==> config.mk <==
export PLATFORM = sky130hd
export DESIGN_NAME = mlp_conv_burst_seq
export DESIGN_NICKNAME = d
export VERILOG_FILES = /design/src/rtl/mlp_conv_burst_seq.sv
export SDC_FILE = /design/constraint.sdc
export NUM_CORES = 2
export LEC_CHECK = 0
export CAP_MARGIN = 10
export CORE_MARGIN = 4
export CORE_UTILIZATION = 40
export CTS_CLUSTER_SIZE = 24
export DETAILED_ROUTE_END_ITERATION = 7
export PLACE_DENSITY_LB_ADDON = 0.25
export SLEW_MARGIN = 10
export SYNTH_ARGS = -nofsm -noshare
export SYNTH_HDL_FRONTEND = slang
export SYNTH_SLANG_ARGS = --single-unit
==> constraint.sdc <==
create_clock -name M_AXI_ACLK -period 5.6 [get_ports M_AXI_ACLK]
set_clock_uncertainty 0.15 [all_clocks]
set_input_delay 0.56 -clock M_AXI_ACLK [delete_from_list [all_inputs] [get_ports M_AXI_ACLK]]
set_output_delay 0.56 -clock M_AXI_ACLK [all_outputs]
set_load 0.01 [all_outputs]
==> src/rtl/mlp_conv_burst_seq.sv <==
`default_nettype none
// ============================================================================
// mlp_conv_burst_seq: arbitrates read/write bursts for the AXI master and
// buffers the conv datapath streams in two FIFOs.               Rev 1.0
// ============================================================================
module mlp_conv_burst_seq #(
    parameter int DATA_WIDTH = 32,
    parameter int ADDR_WIDTH = 32,
    parameter int BURST_LEN  = 16,
    parameter int FIFO_DEPTH = 32,
    parameter int CNT_W      = 16
) (
    input  logic                  M_AXI_ACLK,
    input  logic                  M_AXI_ARESETN,
    input  logic                  START,
    input  logic [ADDR_WIDTH-1:0] SRC_ADDR,
    input  logic [ADDR_WIDTH-1:0] DST_ADDR,
    input  logic [CNT_W-1:0]      NUM_BURSTS,
    output logic                  BUSY,
    output logic                  DONE,
    output logic                  ERR,
    output logic                  INIT_AXI_RD_TXN,
    output logic                  INIT_AXI_WR_TXN,
    output logic [ADDR_WIDTH-1:0] TARGET_AR_ADDR,
    output logic [ADDR_WIDTH-1:0] TARGET_AW_ADDR,
    input  logic [DATA_WIDTH-1:0] AXI_RDATA,
    input  logic                  AXI_RVALID_RREADY,
    output logic [DATA_WIDTH-1:0] AXI_WDATA,
    input  logic                  AXI_WVALID_WREADY,
    input  logic                  AXI_TXN_DONE,
    input  logic                  AXI_ERROR,
    output logic [DATA_WIDTH-1:0] M_TDATA,
    output logic                  M_TVALID,
    input  logic                  M_TREADY,
    input  logic [DATA_WIDTH-1:0] S_TDATA,
    input  logic                  S_TVALID,
    output logic                  S_TREADY
);

    localparam int                    PTR_W       = $clog2(FIFO_DEPTH);
    localparam logic [PTR_W:0]        c_depth     = (PTR_W+1)'(FIFO_DEPTH);
    localparam logic [PTR_W:0]        c_burst     = (PTR_W+1)'(BURST_LEN);
    localparam logic [ADDR_WIDTH-1:0] c_addr_step = ADDR_WIDTH'(BURST_LEN * DATA_WIDTH / 8);

    typedef enum logic [2:0] {
        S_IDLE, S_LOAD, S_CHK, S_RD_GO, S_WR_GO, S_GUARD, S_WAIT, S_FIN
    } state_t;

    state_t state_q, state_d;
    logic   err_q, err_d;
    logic   is_wr_q;
    logic [ADDR_WIDTH-1:0] ar_addr_q, aw_addr_q;
    logic [CNT_W-1:0]      num_q, rd_iss_q, wr_iss_q;

    // ------------------------------------------------------------------
    // Read FIFO: master beats in, datapath stream out (show-ahead head)
    // ------------------------------------------------------------------
    logic [DATA_WIDTH-1:0] rd_mem [FIFO_DEPTH];
    logic [PTR_W-1:0]      rd_wptr_q, rd_rptr_q;
    logic [PTR_W:0]        rd_cnt_q;
    logic w_rd_full, w_rd_empty, w_rd_push, w_rd_pop, w_rd_ovf;

    assign w_rd_full  = (rd_cnt_q == c_depth);
    assign w_rd_empty = (rd_cnt_q == '0);
    assign w_rd_pop   = !w_rd_empty && M_TREADY;
    assign w_rd_push  = AXI_RVALID_RREADY && (!w_rd_full || w_rd_pop);
    assign w_rd_ovf   = AXI_RVALID_RREADY && w_rd_full && !w_rd_pop;
    assign M_TVALID   = !w_rd_empty;
    assign M_TDATA    = w_rd_empty ? '0 : rd_mem[rd_rptr_q];

    always_ff @(posedge M_AXI_ACLK) begin
        if (w_rd_push) rd_mem[rd_wptr_q] <= AXI_RDATA;
    end

    always_ff @(posedge M_AXI_ACLK or negedge M_AXI_ARESETN) begin
        if (!M_AXI_ARESETN) begin
            rd_wptr_q <= '0;
            rd_rptr_q <= '0;
            rd_cnt_q  <= '0;
        end else begin
            if (w_rd_push) rd_wptr_q <= rd_wptr_q + 1'b1;
            if (w_rd_pop)  rd_rptr_q <= rd_rptr_q + 1'b1;
            if (w_rd_push && !w_rd_pop)      rd_cnt_q <= rd_cnt_q + 1'b1;
            else if (!w_rd_push && w_rd_pop) rd_cnt_q <= rd_cnt_q - 1'b1;
        end
    end

    // ------------------------------------------------------------------
    // Write FIFO: datapath results in, master write beats out
    // ------------------------------------------------------------------
    logic [DATA_WIDTH-1:0] wr_mem [FIFO_DEPTH];
    logic [PTR_W-1:0]      wr_wptr_q, wr_rptr_q;
    logic [PTR_W:0]        wr_cnt_q;
    logic w_wr_full, w_wr_empty, w_wr_push, w_wr_pop, w_wr_unf;

    assign w_wr_full  = (wr_cnt_q == c_depth);
    assign w_wr_empty = (wr_cnt_q == '0);
    assign S_TREADY   = !w_wr_full;
    assign w_wr_push  = S_TVALID && !w_wr_full;
    assign w_wr_pop   = AXI_WVALID_WREADY && !w_wr_empty;
    assign w_wr_unf   = AXI_WVALID_WREADY && w_wr_empty;
    assign AXI_WDATA  = w_wr_empty ? '0 : wr_mem[wr_rptr_q];

    always_ff @(posedge M_AXI_ACLK) begin
        if (w_wr_push) wr_mem[wr_wptr_q] <= S_TDATA;
    end

    always_ff @(posedge M_AXI_ACLK or negedge M_AXI_ARESETN) begin
        if (!M_AXI_ARESETN) begin
            wr_wptr_q <= '0;
            wr_rptr_q <= '0;
            wr_cnt_q  <= '0;
        end else begin
            if (w_wr_push) wr_wptr_q <= wr_wptr_q + 1'b1;
            if (w_wr_pop)  wr_rptr_q <= wr_rptr_q + 1'b1;
            if (w_wr_push && !w_wr_pop)      wr_cnt_q <= wr_cnt_q + 1'b1;
            else if (!w_wr_push && w_wr_pop) wr_cnt_q <= wr_cnt_q - 1'b1;
        end
    end

    // ------------------------------------------------------------------
    // Job control
    // ------------------------------------------------------------------
    logic           w_start_ok, w_wr_elig, w_rd_elig, w_all_done, w_txn_end;
    logic [PTR_W:0] w_rd_free;

    // FIN already reports BUSY=0, so a back-to-back START is accepted there too
    assign w_start_ok = START && (state_q == S_IDLE || state_q == S_FIN);
    assign w_rd_free  = c_depth - rd_cnt_q;
    assign w_wr_elig  = (wr_cnt_q >= c_burst) && (wr_iss_q < num_q);
    assign w_rd_elig  = (rd_iss_q < num_q) && (w_rd_free >= c_burst);
    assign w_all_done = (rd_iss_q == num_q) && (wr_iss_q == num_q);
    assign w_txn_end  = (state_q == S_WAIT) && AXI_TXN_DONE;

    always_ff @(posedge M_AXI_ACLK or negedge M_AXI_ARESETN) begin
        if (!M_AXI_ARESETN) begin
            state_q   <= S_IDLE;
            err_q     <= 1'b0;
            is_wr_q   <= 1'b0;
            ar_addr_q <= '0;
            aw_addr_q <= '0;
            num_q     <= '0;
            rd_iss_q  <= '0;
            wr_iss_q  <= '0;
        end else begin
            state_q <= state_d;
            err_q   <= err_d;
            if (state_q == S_CHK) is_wr_q <= w_wr_elig;
            if (w_start_ok) begin
                ar_addr_q <= SRC_ADDR;
                aw_addr_q <= DST_ADDR;
                num_q     <= NUM_BURSTS;
                rd_iss_q  <= '0;
                wr_iss_q  <= '0;
            end else if (w_txn_end) begin
                if (is_wr_q) begin
                    aw_addr_q <= aw_addr_q + c_addr_step;
                    wr_iss_q  <= wr_iss_q + 1'b1;
                end else begin
                    ar_addr_q <= ar_addr_q + c_addr_step;
                    rd_iss_q  <= rd_iss_q + 1'b1;
                end
            end
        end
    end

    always_comb begin
        state_d         = state_q;
        err_d           = err_q;
        BUSY            = 1'b0;
        DONE            = 1'b0;
        INIT_AXI_RD_TXN = 1'b0;
        INIT_AXI_WR_TXN = 1'b0;

        if (w_start_ok) err_d = 1'b0;
        if (AXI_ERROR || w_rd_ovf || w_wr_unf) err_d = 1'b1;

        case (state_q)
            S_IDLE: if (w_start_ok) state_d = S_LOAD;
            S_LOAD: begin
                BUSY    = 1'b1;
                state_d = S_CHK;
            end
            // Writes first: a full write FIFO would otherwise stall the read stream
            S_CHK: begin
                BUSY = 1'b1;
                if (w_wr_elig)       state_d = S_WR_GO;
                else if (w_rd_elig)  state_d = S_RD_GO;
                else if (w_all_done) state_d = S_FIN;
            end
            S_RD_GO: begin
                BUSY            = 1'b1;
                INIT_AXI_RD_TXN = 1'b1;
                state_d         = S_GUARD;
            end
            S_WR_GO: begin
                BUSY            = 1'b1;
                INIT_AXI_WR_TXN = 1'b1;
                state_d         = S_GUARD;
            end
            S_GUARD: begin
                BUSY    = 1'b1;
                state_d = S_WAIT;
            end
            S_WAIT: begin
                BUSY = 1'b1;
                if (AXI_TXN_DONE) state_d = S_CHK;
            end
            S_FIN: begin
                DONE    = 1'b1;
                state_d = w_start_ok ? S_LOAD : S_IDLE;
            end
            default: state_d = S_IDLE;
        endcase
    end

    assign ERR            = err_q;
    assign TARGET_AR_ADDR = ar_addr_q;
    assign TARGET_AW_ADDR = aw_addr_q;

endmodule
`default_nettype wire

# Yosys cells after proc, flatten, opt, wreduce, memory -nomap -nowiden
# Memories as Yosys holds them, arrays and structs flattened.
# Index checks and enable logic that the tools add are counted.
[totals] mem_count=2 register_bits=149 mem_bits_rw=2048 word_cells=124
[op_classes] eq_ne=15 addsub=13 n_lt_le_gt_ge=4 n_mux=35 reduce_logical=41
[mem_list] memory="rd_mem" words=32 width=32 read_ports=1 rd_clocked_by_memory_dff=0 write_ports=1 line_no="58" text="logic [DATA_WIDTH-1:0] rd_mem [FIFO_DEPTH];"
[mem_list] memory="wr_mem" words=32 width=32 read_ports=1 rd_clocked_by_memory_dff=0 write_ports=1 line_no="91" text="logic [DATA_WIDTH-1:0] wr_mem [FIFO_DEPTH];"
[op_table] cell="32-bit 2-to-1 mux" n=8
[op_table] cell="16-bit 2-to-1 mux" n=6
[op_table] cell="32-bit by 7-bit adder with 32-bit output, second input constant" n=2
[op_table] cell="16-bit by 1-bit adder with 16-bit output, second input constant" n=2
[op_table] cell="16-bit == test" n=2
[op_table] cell="16-bit < comparator" n=2
[op_table] cell="6-bit 2-to-1 mux" n=4
[op_table] cell="3-bit case mux with 7 select lines" n=1
[op_table] cell="5-bit by 1-bit adder with 5-bit output, second input constant" n=4
[op_table] cell="1-bit logical AND" n=16
[op_table] cell="3-bit 2-to-1 mux" n=5
[op_table] cell="6-bit by 1-bit adder with 6-bit output, second input constant" n=2
[op_table] cell="3-bit == test, second input constant" n=4
[op_table] cell="6-bit == test, second input constant" n=2
[op_table] cell="6-bit by 5-bit >= comparator with 1-bit output, second input constant" n=2
[op_table] cell="6-bit logical NOT" n=2
[op_table] cell="6-bit by 1-bit subtractor with 6-bit output, second input constant" n=2
[op_table] cell="1-bit 2-to-1 mux" n=11
[op_table] cell="2-bit nonzero test" n=5
[op_table] cell="1-bit logical NOT" n=8
[op_table] cell="3-bit by 2-bit == test with 1-bit output, second input constant" n=2
[op_table] cell="6-bit OR reduction" n=1
[op_table] cell="6-bit subtractor, first input constant" n=1
[op_table] cell="1-bit logical OR" n=4
[op_table] cell="8 further kinds" n=10

# Longest topological paths before layout
[logic_depth] word_depth=9 depth_mapped=13 ltp_nobuf=12

# Worst setup path before layout
# Ideal clock, no wire load.
[synth_path] path_type="reg2reg" start="register rd_cnt_q[0]" end="register rd_cnt_q[5]" stages_incl_launch_ff=13 setup_ps=80 setup_slack_ps=2240 arrival_time_ps=3130 path_cell_list="dfrtp_1 or4_4 or3_4 and2_0 inv_1 ha_1 inv_1 ha_1 a21o_1 a21oi_1 or4_1 nand3_1 xnor2_1"
[synth_between] elab_chain_len=8 elab_cells_between_ends=16 cone_classes="add/sub (2); eq/ne (1); mux (2); reduce/logical (11)"
[synth_lines] item="start, declared" line_no="60" text="logic [PTR_W:0] rd_cnt_q;"
[synth_lines] item="start signal, assigned" line_no="83" text="if (w_rd_push && !w_rd_pop) rd_cnt_q <= rd_cnt_q + 1'b1;"
[synth_lines] item="start signal, assigned" line_no="84" text="else if (!w_rd_push && w_rd_pop) rd_cnt_q <= rd_cnt_q - 1'b1;"
[synth_lines] item="6-bit logical NOT (*)" line_no="64" text="assign w_rd_empty = (rd_cnt_q == '0);"
[synth_lines] item="1-bit logical NOT (*)"
[synth_lines] item="net M_TVALID" line_no="33" text="output logic M_TVALID,"
[synth_lines] item="1-bit logical AND (*)" line_no="65" text="assign w_rd_pop = !w_rd_empty && M_TREADY;"
[synth_lines] item="1-bit logical OR" line_no="66" text="assign w_rd_push = AXI_RVALID_RREADY && (!w_rd_full || w_rd_pop);"
[synth_lines] item="1-bit logical AND" line_no="66"
[synth_lines] item="1-bit logical NOT" line_no="84"
[synth_lines] item="1-bit logical AND" line_no="84"
[synth_lines] item="2-bit nonzero test (no line)"
# Mark *: on every way through the listed nets, which the timed path passes. The rest lies on a longest branch. The select of a mux whose other input is x is not followed.
# A chain may end at the register's enable or synchronous reset.

# Final worst setup path
[layout_path] start="register wr_rptr_q[1]" end="output port AXI_WDATA[12]"
[layout_between] elab_chain_len=2
[layout_lines] item="start, declared" line_no="92" text="logic [PTR_W-1:0] wr_wptr_q, wr_rptr_q;"
[layout_lines] item="start signal, assigned" line_no="115" text="if (w_wr_pop) wr_rptr_q <= wr_rptr_q + 1'b1;"
[layout_lines] item="memory read 32 x 32 bit"
[layout_lines] item="32-bit 2-to-1 mux" line_no="102" text="assign AXI_WDATA = w_wr_empty ? '0 : wr_mem[wr_rptr_q];"
[layout_lines] item="end, declared" line_no="28" text="output logic [DATA_WIDTH-1:0] AXI_WDATA,"
# Every way passes these cells.

==> flow_metrics.tcl <==
set metrics [dict create \
    status "complete, no violations" \
    grt_pass1_wl_um 309000 \
    total_power_mw 50.5 \
    initial_core_util_pct 40.2 \
    multiInputGateArea_um2 20200 \
    timing.fmax_ghz 0.196 \
    die_y_um 473 \
    cts-root-buf "clkbuf_16" \
    netlist_instances 4018 \
    drc 0 \
    cts_tree "done" \
    setup_viol 0 \
    cp.arrival_ps 4400 \
    synth_top_flop_cell "edfxtp_1" \
    crit_type "flip-flop to output port" \
    cts_buffers 222 \
    synth_area_leader_cell "edfxtp_1" \
    portBuffers 287 \
    slew_headroom_pct 17.5 \
    design_area_um2 101000 \
    wire_per_inst_um 28.3 \
    cp-end-kind "output port" \
    p_per_area_nw_per_um2 500 \
    num_io_pins 288 \
    synth_top_area_share_pct 71.2 \
    cts_max_level 4 \
    fin_ws_ps 490 \
    die_w_um 473 \
    antenna_found_initial 19 \
    core_area_um2 215000 \
    post_cts_buffers 0 \
    crit_required_ps 4890 \
    worstSkewPairLatency_ps 860 \
    place_inst 7073 \
    place_ws_ps 1460 \
    synth_common_cells "2048 x edfxtp_1, 640 x mux4_2, 182 x nand2_1" \
    async_flop_share_pct 6.78 \
    holdWs_ps 94.7 \
    hpwlAfterDp_um 123000 \
    cts_sinks 2197 \
    num_vias 42100 \
    crit_top_cell "mux4_2" \
    synth.most_common_cell "edfxtp_1" \
    drv_slew 0 \
    hold_start "SRC_ADDR[4]" \
    synth.area.top_cells "edfxtp_1 71%, mux4_2 17%, dfrtp_1 4.3%" \
    worst_pin_slew_ps 1230 \
    cp-startpoint "wr_rptr_q[1]" \
    post-route-util_pct 47.0 \
    syn_avg_cell_area_um2 21.5 \
    setup_tns_ps 0 \
    p_leak_nw 32.3 \
    regArea_um2 65300 \
    netlist_area_um2 86300 \
    grtUsageTotal_pct 18.9 \
    drtIter0Drc 3936 \
    fin_crit_ps 5110 \
    cts_hold_buf 1 \
    nets 4671 \
    finalHoldViolations 0 \
    synth_cell_type_count 65 \
    r2r-start "wr_cnt_q[4]" \
    finalCritPeriodShare_pct 91.2 \
    peakVddDrop_mv 0.421 \
    num_rows 170 \
    gp_congestion 0.758 \
    wirelength_um 212000 \
    finalNonFillerCells 7497 \
    overflow 0 \
    drive_above_1_share_pct 25.5 \
    synth-edff-count 2048 \
    crit_chain "buf_4 -> mux4_2 -> mux4_2 -> inv_1 -> o22ai_1 -> clkdlybuf4s50_1" \
    ys_seq_area_share_pct 75.6 \
    cts_resized 0 \
    crit_path_max_fanout 62 \
    vias_per_cell 5.61 \
    rsz0062_at_grt "false" \
    critPathLaunchType "flip-flop" \
    worst_path_max_delay_cell "dfrtp_4" \
    placed_area_um2 93900 \
    ant_nets 0 \
    grt_max_degree 85 \
    cap_violations 0 \
    n_fill_cell 17600 \
    clk_path_buf_depth 3 \
    yosysWarnings 0 \
    path_clk_slew_ps 60 \
    syn2layout_area_growth_pct 16.9 \
    dieArea_um2 223000 \
    yosys_register_bits 2197 \
    synth_nets 4229 \
    grt_pass1_vias 43200 \
    slowest_delay_ps 1090 \
    hold_path.class "input pin to flip-flop" \
    first_pass_iters 6 \
]
-- sequential cells by signal (all words and copies together), names as in the netlist --
signal	flops
TARGET_AR_ADDR	32
num_q	16
TARGET_AW_ADDR	32
wr_cnt_q	6
wr_wptr_q	5
rd_cnt_q	6
rd_mem	1024
state_q	3
wr_mem	1024
ERR	1
rd_wptr_q	5
rd_iss_q	16
is_wr_q	1
rd_rptr_q	5
wr_rptr_q	5
wr_iss_q	16
-- metal layers --
metal	share of wire (%)	wire length (um)	vias up	GRT usage, %
met4	2.6	5500	4	5.58
met2	49	104000	1406	30.7
met5	0.0099	21	-	0
met1	42	88800	22700	26.0
li1	-	-	17700	-
met3	6.8	14500	324	4.02
-- layout by cell type (no fill, tap or decap), types with 39 or more instances in the layout --
cell,count
clkdlybuf4s50_1,276
clkbuf_16,223
nor2_4,64
buf_12,39
ha_1,56
clkbuf_1,53
mux4_2,640
inv_1,109
buf_4,102
nand2_1,181
nor2_1,56
dfrtp_1,141
clkinv_1,56
edfxtp_1,2048
o21ai_0,76
-- logic make-up (layout without fill, tap and decap cells) --
kind of cell	Yosys count	after routing	synth area share [%]
fa+ha+maj	58	58	0.858
compound gates	262	262	2.01
flops	2197	2197	75.6
other cells	0	9	0
mux	647	647	16.8
simple gates	471	471	2.55
xor+xnor	63	63	0.639
buf+inv	320	952	1.61
-- final timing paths --
check | to | slack [ps] | cells past startpoint
worst max-delay path | AXI_WDATA[12] | 490 | 6
worst min-delay path | TARGET_AR_ADDR[4] | 90 | 3
worst max register to register | wr_cnt_q[5] | 1960 | 12
worst min register to register | TARGET_AR_ADDR[3] | 330 | 2
max in group asynchronous | TARGET_AW_ADDR[5] | 4000 | 3
min in group asynchronous | wr_cnt_q[5] | 130 | 2
-- cell type report --
| cell class | count | area share (%) |
|---|---|---|
| Multi-Input combinational cell | 1501 | 20.0 |
| Tap cell | 2838 | 3.52 |
| Antenna cell | 9 | 0.0223 |
| Clock inverter | 137 | 1.28 |
| Sequential cell | 2197 | 64.6 |
| Timing Repair Buffer | 429 | 4.34 |
| Clock buffer | 277 | 5.74 |
| Inverter | 109 | 0.405 |
-- worst max-delay path, delay by kind of cell (launching register included) --
| kind | cells | cell delay [ps] |
|---|---|---|
| muxes | 2 | 510 |
| DFF | 1 | 1090 |
| buffers and inverters | 3 | 1240 |
| AOI/OAI and AO/OA | 1 | 580 |
-- where the power goes --
group          switching (mW)  total (mW)  internal [mW]  leakage, nW
registers                1.19        20.5           19.3         20.3
logic                    7.92        15.6           7.71         8.59
clock network            6.29        14.4           8.10         3.43
total                    15.4        50.5           35.1         32.3
Power figures use the tool's default switching activity.
